## src/rtl/cache_line_core.sv

```systemverilog
// Direct-mapped, 8-set, 16-byte-line cache core with a zero-wait hit path,
// a write-back/fill miss sequence, and a line-granular physical-memory port.
module cache_line_core (
    input  logic         clk,
    input  logic         reset_n,
    input  logic [15:0]  mem_address,
    input  logic         mem_read,
    input  logic         mem_write,
    input  logic [15:0]  mem_wdata,
    input  logic [1:0]   mem_byte_enable,
    output logic         mem_resp,
    output logic [127:0] line_out,
    output logic [3:0]   cache_offset,
    output logic [15:0]  pmem_address,
    output logic         pmem_read,
    output logic         pmem_write,
    output logic [127:0] pmem_wdata,
    input  logic [127:0] pmem_rdata,
    input  logic         pmem_resp
);

    typedef enum logic [1:0] {
        IDLE      = 2'd0,
        WRITEBACK = 2'd1,
        FILL      = 2'd2
    } state_t;

    state_t         state_r;
    state_t         state_next_s;
    logic [7:0]     valid_r;
    logic [7:0]     dirty_r;
    logic [8:0]     tag_r  [8];
    logic [127:0]   data_r [8];

    logic [2:0]     index_s;
    logic [8:0]     tag_s;
    logic           req_s;
    logic           hit_s;
    logic           wr_hit_s;
    logic           wb_done_s;
    logic           fill_done_s;

    // Merge the enabled byte lanes of one 16-bit word into a line.
    function automatic logic [127:0] merge_word(
        input logic [127:0] line,
        input logic [2:0]   word,
        input logic [15:0]  wdata,
        input logic [1:0]   be
    );
        logic [127:0] res;
        res = line;
        res[{word, 4'b0000} +: 8] = be[0] ? wdata[7:0]  : line[{word, 4'b0000} +: 8];
        res[{word, 4'b1000} +: 8] = be[1] ? wdata[15:8] : line[{word, 4'b1000} +: 8];
        return res;
    endfunction

    assign index_s      = mem_address[6:4];
    assign tag_s        = mem_address[15:7];
    assign req_s        = mem_read | mem_write;
    assign hit_s        = valid_r[index_s] & (tag_r[index_s] == tag_s);
    assign wr_hit_s     = mem_resp & mem_write;
    assign wb_done_s    = reset_n & (state_r == WRITEBACK) & pmem_resp;
    assign fill_done_s  = reset_n & (state_r == FILL) & pmem_resp;
    assign line_out     = data_r[index_s];
    assign cache_offset = mem_address[3:0];

    // State register and per-set valid/dirty bits; these are the only reset state.
    always_ff @(posedge clk) begin
        if (!reset_n) begin
            state_r <= IDLE;
            valid_r <= 8'h00;
            dirty_r <= 8'h00;
        end else begin
            state_r <= state_next_s;
            if (wr_hit_s && (mem_byte_enable != 2'b00)) begin
                dirty_r[index_s] <= 1'b1;
            end else if (wb_done_s) begin
                dirty_r[index_s] <= 1'b0;
            end else if (fill_done_s) begin
                valid_r[index_s] <= 1'b1;
                dirty_r[index_s] <= 1'b0;
            end
        end
    end

    // Data and tag arrays; deliberately not reset so contents survive reset.
    always_ff @(posedge clk) begin
        if (wr_hit_s) begin
            data_r[index_s] <= merge_word(data_r[index_s], mem_address[3:1],
                                          mem_wdata, mem_byte_enable);
        end else if (fill_done_s) begin
            data_r[index_s] <= pmem_rdata;
            tag_r[index_s]  <= tag_s;
        end
    end

    // Next-state logic for the miss sequence.
    always_comb begin
        state_next_s = state_r;
        case (state_r)
            IDLE: begin
                if (req_s && !hit_s) begin
                    state_next_s = dirty_r[index_s] ? WRITEBACK : FILL;
                end else begin
                    state_next_s = IDLE;
                end
            end
            WRITEBACK: state_next_s = pmem_resp ? FILL : WRITEBACK;
            FILL:      state_next_s = pmem_resp ? IDLE : FILL;
            default:   state_next_s = IDLE;
        endcase
    end

    // Output decode; everything is forced quiet while reset_n is low.
    always_comb begin
        mem_resp     = 1'b0;
        pmem_read    = 1'b0;
        pmem_write   = 1'b0;
        pmem_address = 16'h0000;
        pmem_wdata   = 128'h0;
        if (reset_n) begin
            case (state_r)
                IDLE: mem_resp = req_s & hit_s;
                WRITEBACK: begin
                    pmem_write   = 1'b1;
                    pmem_address = {tag_r[index_s], index_s, 4'h0};
                    pmem_wdata   = data_r[index_s];
                end
                FILL: begin
                    pmem_read    = 1'b1;
                    pmem_address = {mem_address[15:4], 4'h0};
                end
                default: mem_resp = 1'b0;
            endcase
        end else begin
            mem_resp = 1'b0;
        end
    end

endmodule

```

## config.mk

```make
export PLATFORM = sky130hd
export DESIGN_NAME = cache_line_core
export DESIGN_NICKNAME = d
export VERILOG_FILES = /design/src/rtl/cache_line_core.sv
export SDC_FILE = /design/constraint.sdc
export NUM_CORES = 1
export LEC_CHECK = 0
export ABC_AREA = 1
export BUFFER_PORTS_ARGS = -buffer_cell sky130_fd_sc_hd__buf_2
export CORE_MARGIN = 4
export CORE_UTILIZATION = 31
export DETAILED_ROUTE_END_ITERATION = 12
export PLACE_DENSITY = 0.49
export SYNTH_ARGS = -nofsm -noshare
export SYNTH_HDL_FRONTEND = slang
export SYNTH_SLANG_ARGS = --single-unit
```

## constraint.sdc

```tcl
create_clock -name clk -period 11.9 [get_ports clk]
set_input_delay 0.595 -clock clk [delete_from_list [all_inputs] [get_ports clk]]
set_output_delay 0.595 -clock clk [all_outputs]
set_load 0.02 [all_outputs]
```

# After elaboration in Yosys (flattened, before gate mapping)
# Memories as Yosys holds them, arrays and structs flattened.
# Index checks and enable logic that the tools add are counted.
# op_classes
n_mux	34
n_eq_ne	3
n_reduce_logical	8
shifts	6
bitwise	15
order_cmp	2
addsub	2
# ops
operator	n
$mux 128	3
$bwmux 128	2
$shift 8x9->128 const A	2
$shiftx 128x8->8	2
$shiftx 8x9->128	2
$mux 8	5
$pmux 16 s2	1
$neg 7->9	2
$mux 16	1
$or 8x8->8	2
$mux 1	14
$eq 9x9->1	1
$and 8x8->8	1
$mux 2	4
$not 8->8	1
$and 1x1->1	7
$bmux 1 s3	2
$pmux 2 s3	1
$lt 3x4->1 const B	1
$demux 1 s3	1
$ge 3x1->1 const B	1
$logic_and 1x1->1	3
$reduce_and 3->1	1
$reduce_bool 3->1	1
7 further kinds	9
# totals
memories	2
input_bits	167
register_bits	18
ram_bits	1096
# memory_table
memory	words	word_bits	rd	rd_ports_with_merged_regs	wr	line	source
data_r	8	128	1	0	1	33	logic [127:0] data_r [8];
tag_r	8	9	1	0	1	32	logic [8:0] tag_r [8];

# Longest topological paths before layout
# logic_depth
depth_word	10
mapped_depth	21

# Worst setup path before layout
# No wires, ideal clock.
# synth_timing
kind	in2reg
startpoint	input port mem_address[4]
endpoint	memory data_r[0][0] (enable)
cell_stages	14
slack_ns	3.995
arrival_time_ns	7.288
path_buffers	2
cell_sequence	buf_6 > buf_6 > or2_1 > nand3_1 > nand4_1 > nand2_1 > nand2_1 > nor2_1 > nand2_1 > nor2_2 > nand3_1 > nand2_1 > inv_1 > nor2_1
# synth_via
elab_chain_cells	10
elab_cells_between_ends	14
# synth_rtl
element	line	source
start: declaration	6	input logic [15:0] mem_address,
$mem_v2 8x9 / $bmux 1 s3 (equally long branches)	--	
$eq 9x9->1 / $mux 1 (equally long branches)	60	assign hit_s = valid_r[index_s] & (tag_r[index_s] == tag_s);
$and 1x1->1	60	
$and 1x1->1	123	IDLE: mem_resp = req_s & hit_s;
$mux 1	122	case (state_r)
$mux 1	121	if (reset_n) begin
$and 1x1->1	61	assign wr_hit_s = mem_resp & mem_write;
$mux 1	88	if (wr_hit_s) begin
$mux 1, on equally long branches	89, 92	
$or 1x1->1 (no line)	--	
end: declaration	33	
# Parallel ways exist; a longest one is shown, timed or not. The select of a mux whose other input is x is not followed.

# Worst setup path in the final report
# layout_timing
startpoint	input port mem_address[5]
endpoint	memory data_r[3][19], data pin
# layout_via
elab_chain_cells	10
elab_cells_between_ends	21
# layout_rtl
element
parallel branches: the longest is 9 deep, another holds $mem_v2 8x128
$mux 128 (no line) *
# Mark *: on every way between the ends. The select of a mux whose other input is x is not followed.

==> impl_metrics.csv <==
group,metric,value,unit
cts,clk_latency,740,ps
critical_path,worstSetupEndpointType,"flip-flop",
sta,slew_viol_final,0,
floorplan,std_cell_rows,143,
sta,finClkSkew,45.6,ps
synth,synthFlopType,"edfxtp_1",
cts,h-tree-depth,3,
critical_path,path_cells,"buf_2 > inv_4 > nand2_4 > nor2_4 > buf_4 > nand2_1 > nand2_1 > nor2_1 > nand3_1 > nand2_1 > nor2_1 > nand2_1 > nor2_2 > nand3_1 > nand2_8 > buf_4 > buf_4 > nor2_1 > a21oi_1",
critical_path,cp_top_family,"simple AND/OR/NAND/NOR gates",
critical_path,worstSetupPathType,"input port to flip-flop",
sta,holdWs,221,ps
run_status,status,"finished, final reports clean",
sta,worst_pin_slew,1300,ps
critical_path,worstPathMaxFanout,58,
routing,dr.pass1.iters,5,
placement,portBuffers,439,
sta,fin_tns_setup,0,ps
cells_and_area,ff_latch_area,33300,sq um
worst_hold_path,hold_class,"input port to flip-flop",
synth,synth_area_leaders,"edfxtp_1, nand2_1, nor2_1",
synth,syn_inst,4220,
critical_path,crit_top_cell,"nand2_1",
routing,ant_nets,0,
sta,hold_viol,0,
cells_and_area,layout_common_cells,"edfxtp_1, nand2_1, nor2_1, buf_2, a21oi_1",
global_routing,gr-usage-all-layers,0.233,
synth,synth_top_cell_area_share,0.689,
floorplan,pin_count,446,
global_routing,overflow,0,
cts,cts.clk_slew.worst_paths,60,ps
synth,async_flop_share,0,
critical_path,crit_buf_inv,5,
pwr,finalPower,0.00889,W
pwr,ir_worst_vdd,0.121,mV
global_routing,first_global_vias,33200,
synth,synth_area,47800,sq um
global_routing,grt_first_pass_wirelength,270000,um
critical_path,cp_slowest_stage_delay,840,ps
cts,cts_resized,0,
global_routing,grt_max_degree,150,
cts,clockBufferDepth,3,
pwr,p_leak,20.2,nW
routing,routedWlPerCell,28.8,um
synth,syn_avg_cell_area,11.3,sq um
cells_and_area,final_common_cell,"edfxtp_1",
sta,maxSlewHeadroom,0.135,
sta,finalCritPeriodShare,0.491,
routing,drt-initial-drc-count,4191,
critical_path,slowest_stage,"buf_4",
sta,rsz0062_at_grt,"false",
synth,ys_ff_latch,1114,
floorplan,fp.dieW,400,um
critical_path,cp_data_arrival_time,6290,ps
cts,clock_sinks,1114,
cells_and_area,n_fill_cell,15200,
floorplan,core_area,152000,sq um
cells_and_area,multi_input_area,12100,sq um
critical_path,critPathRequiredTime,12340,ps
synth,synth-edff-count,1096,
routing,drcViolationCount,0,
placement,post_dp_cell_area,52100,sq um
job,drv_cap,0,
cells_and_area,syn2layout_area_growth,16.5,%
sta,fin_crit,5850,ps
synth,synth_top_cell_by_area,"edfxtp_1",
placement,place.gp.congestion,0.851,
sta,finalSetupViolations,0,
cells_and_area,fin_area,55600,sq um
global_routing,grt_antenna_before_repair,19,
pwr,pwr_density_cell,160,nW/um^2
routing,wirelength,194000,um
synth,yosysWarnings,0,
sta,max_freq,171,MHz
cells_and_area,nets,4793,
floorplan,die_h,400,um
cts,ctsHoldBuffers,0,
floorplan,dieArea,160000,sq um
cts,postCtsSetupBuffers,0,
critical_path,critPathLaunchType,"input port",
synth,ys_seq_area_frac,0.697,
cells_and_area,drive_gt1_frac,0.151,
cts,cts_tree,"built",
floorplan,start_util,0.313,
synth,ys_types,42,
routing,vias_per_cell,5.33,
cts,cts_root_buf,"clkbuf_16",
routing,vias,35900,
placement,dp_hpwl,122000,um
cts,numCtsBuffers,115,
where the power goes:
| part | internal [W] | switching, W | total (W) |
|---|---|---|---|
| logic | 0.000195 | 0.000760 | 0.000955 |
| registers | 0.00443 | 0.00000523 | 0.00444 |
| clock network | 0.00196 | 0.00154 | 0.00349 |
| total | 0.00659 | 0.00230 | 0.00889 |
synth_stat cells, types with 12 or more instances:
| library cell | number |
|---|---|
| a22oi_1 | 138 |
| o22ai_1 | 12 |
| o21ai_0 | 272 |
| clkbuf_1 | 85 |
| buf_1 | 16 |
| nor2_1 | 620 |
| nand3_1 | 128 |
| o21a_1 | 46 |
| a22o_1 | 44 |
| dfxtp_1 | 18 |
| nand2_1 | 697 |
| a21oi_1 | 362 |
| o211ai_1 | 14 |
| buf_2 | 92 |
| nand4_1 | 120 |
| edfxtp_1 | 1096 |
| inv_1 | 336 |
| buf_4 | 34 |
stage by stage:
| step | cells | setup slack [ps] | utilization |
|---|---|---|---|
| 6_report | 6740 | 6050 | 0.365 |
| 3_3_place_gp | 6528 | 5180 | 0.341 |
| 4_1_cts | 6736 | 6000 | 0.365 |
| 2_1_floorplan | 4223 | 3990 | - |
| 5_1_grt | 6737 | 5750 | 0.365 |
| 3_5_place_dp | 6529 | 5240 | 0.342 |
worst min-delay path: stages:
cell and delay [ps]:
buf_2 110, inv_1 50, nand2_1 60, a21oi_1 60
cell type report:
| cell class | instances | area share |
|---|---|---|
| antenna | 4 | 0.000180 |
| clock buffer | 145 | 0.0541 |
| clock inverter | 62 | 0.0101 |
| inverter | 354 | 0.0242 |
| multi-input combinational | 2518 | 0.217 |
| sequential | 1114 | 0.598 |
| tap | 2030 | 0.0456 |
| timing repair buffer | 513 | 0.0506 |
final timing paths:
check                  end  cells past startpoint  slack (ps)            from
min             state_r[0]                      4         220       pmem_resp
max          data_r[3][19]                     19        6050  mem_address[5]
max reg2reg  data_r[7][58]                     10        7030      state_r[0]
min reg2reg     valid_r[2]                      2         460      valid_r[2]
state kept, by name, summed over array words and instances (netlist names), named ones only:
name and count:
data_r 1024, state_r 2, tag_r 72, valid_r 8
logic make-up after synthesis:
kind of cell / share of synthesized area
AOI/OAI and AO/OA: 0.109
DFF: 0.697
other: 0.0000785
and+or+nand+nor: 0.138
adders and majority gates: 0.00262
buffers and inverters: 0.0533
layer usage:
metal / track usage / wire, um
met3: 0.0479 / 18000
met2: 0.352 / 85400
met4: 0.0713 / 6200
met5: 0 / 40
met1: 0.338 / 84800
Power figures use the tool's default switching activity.
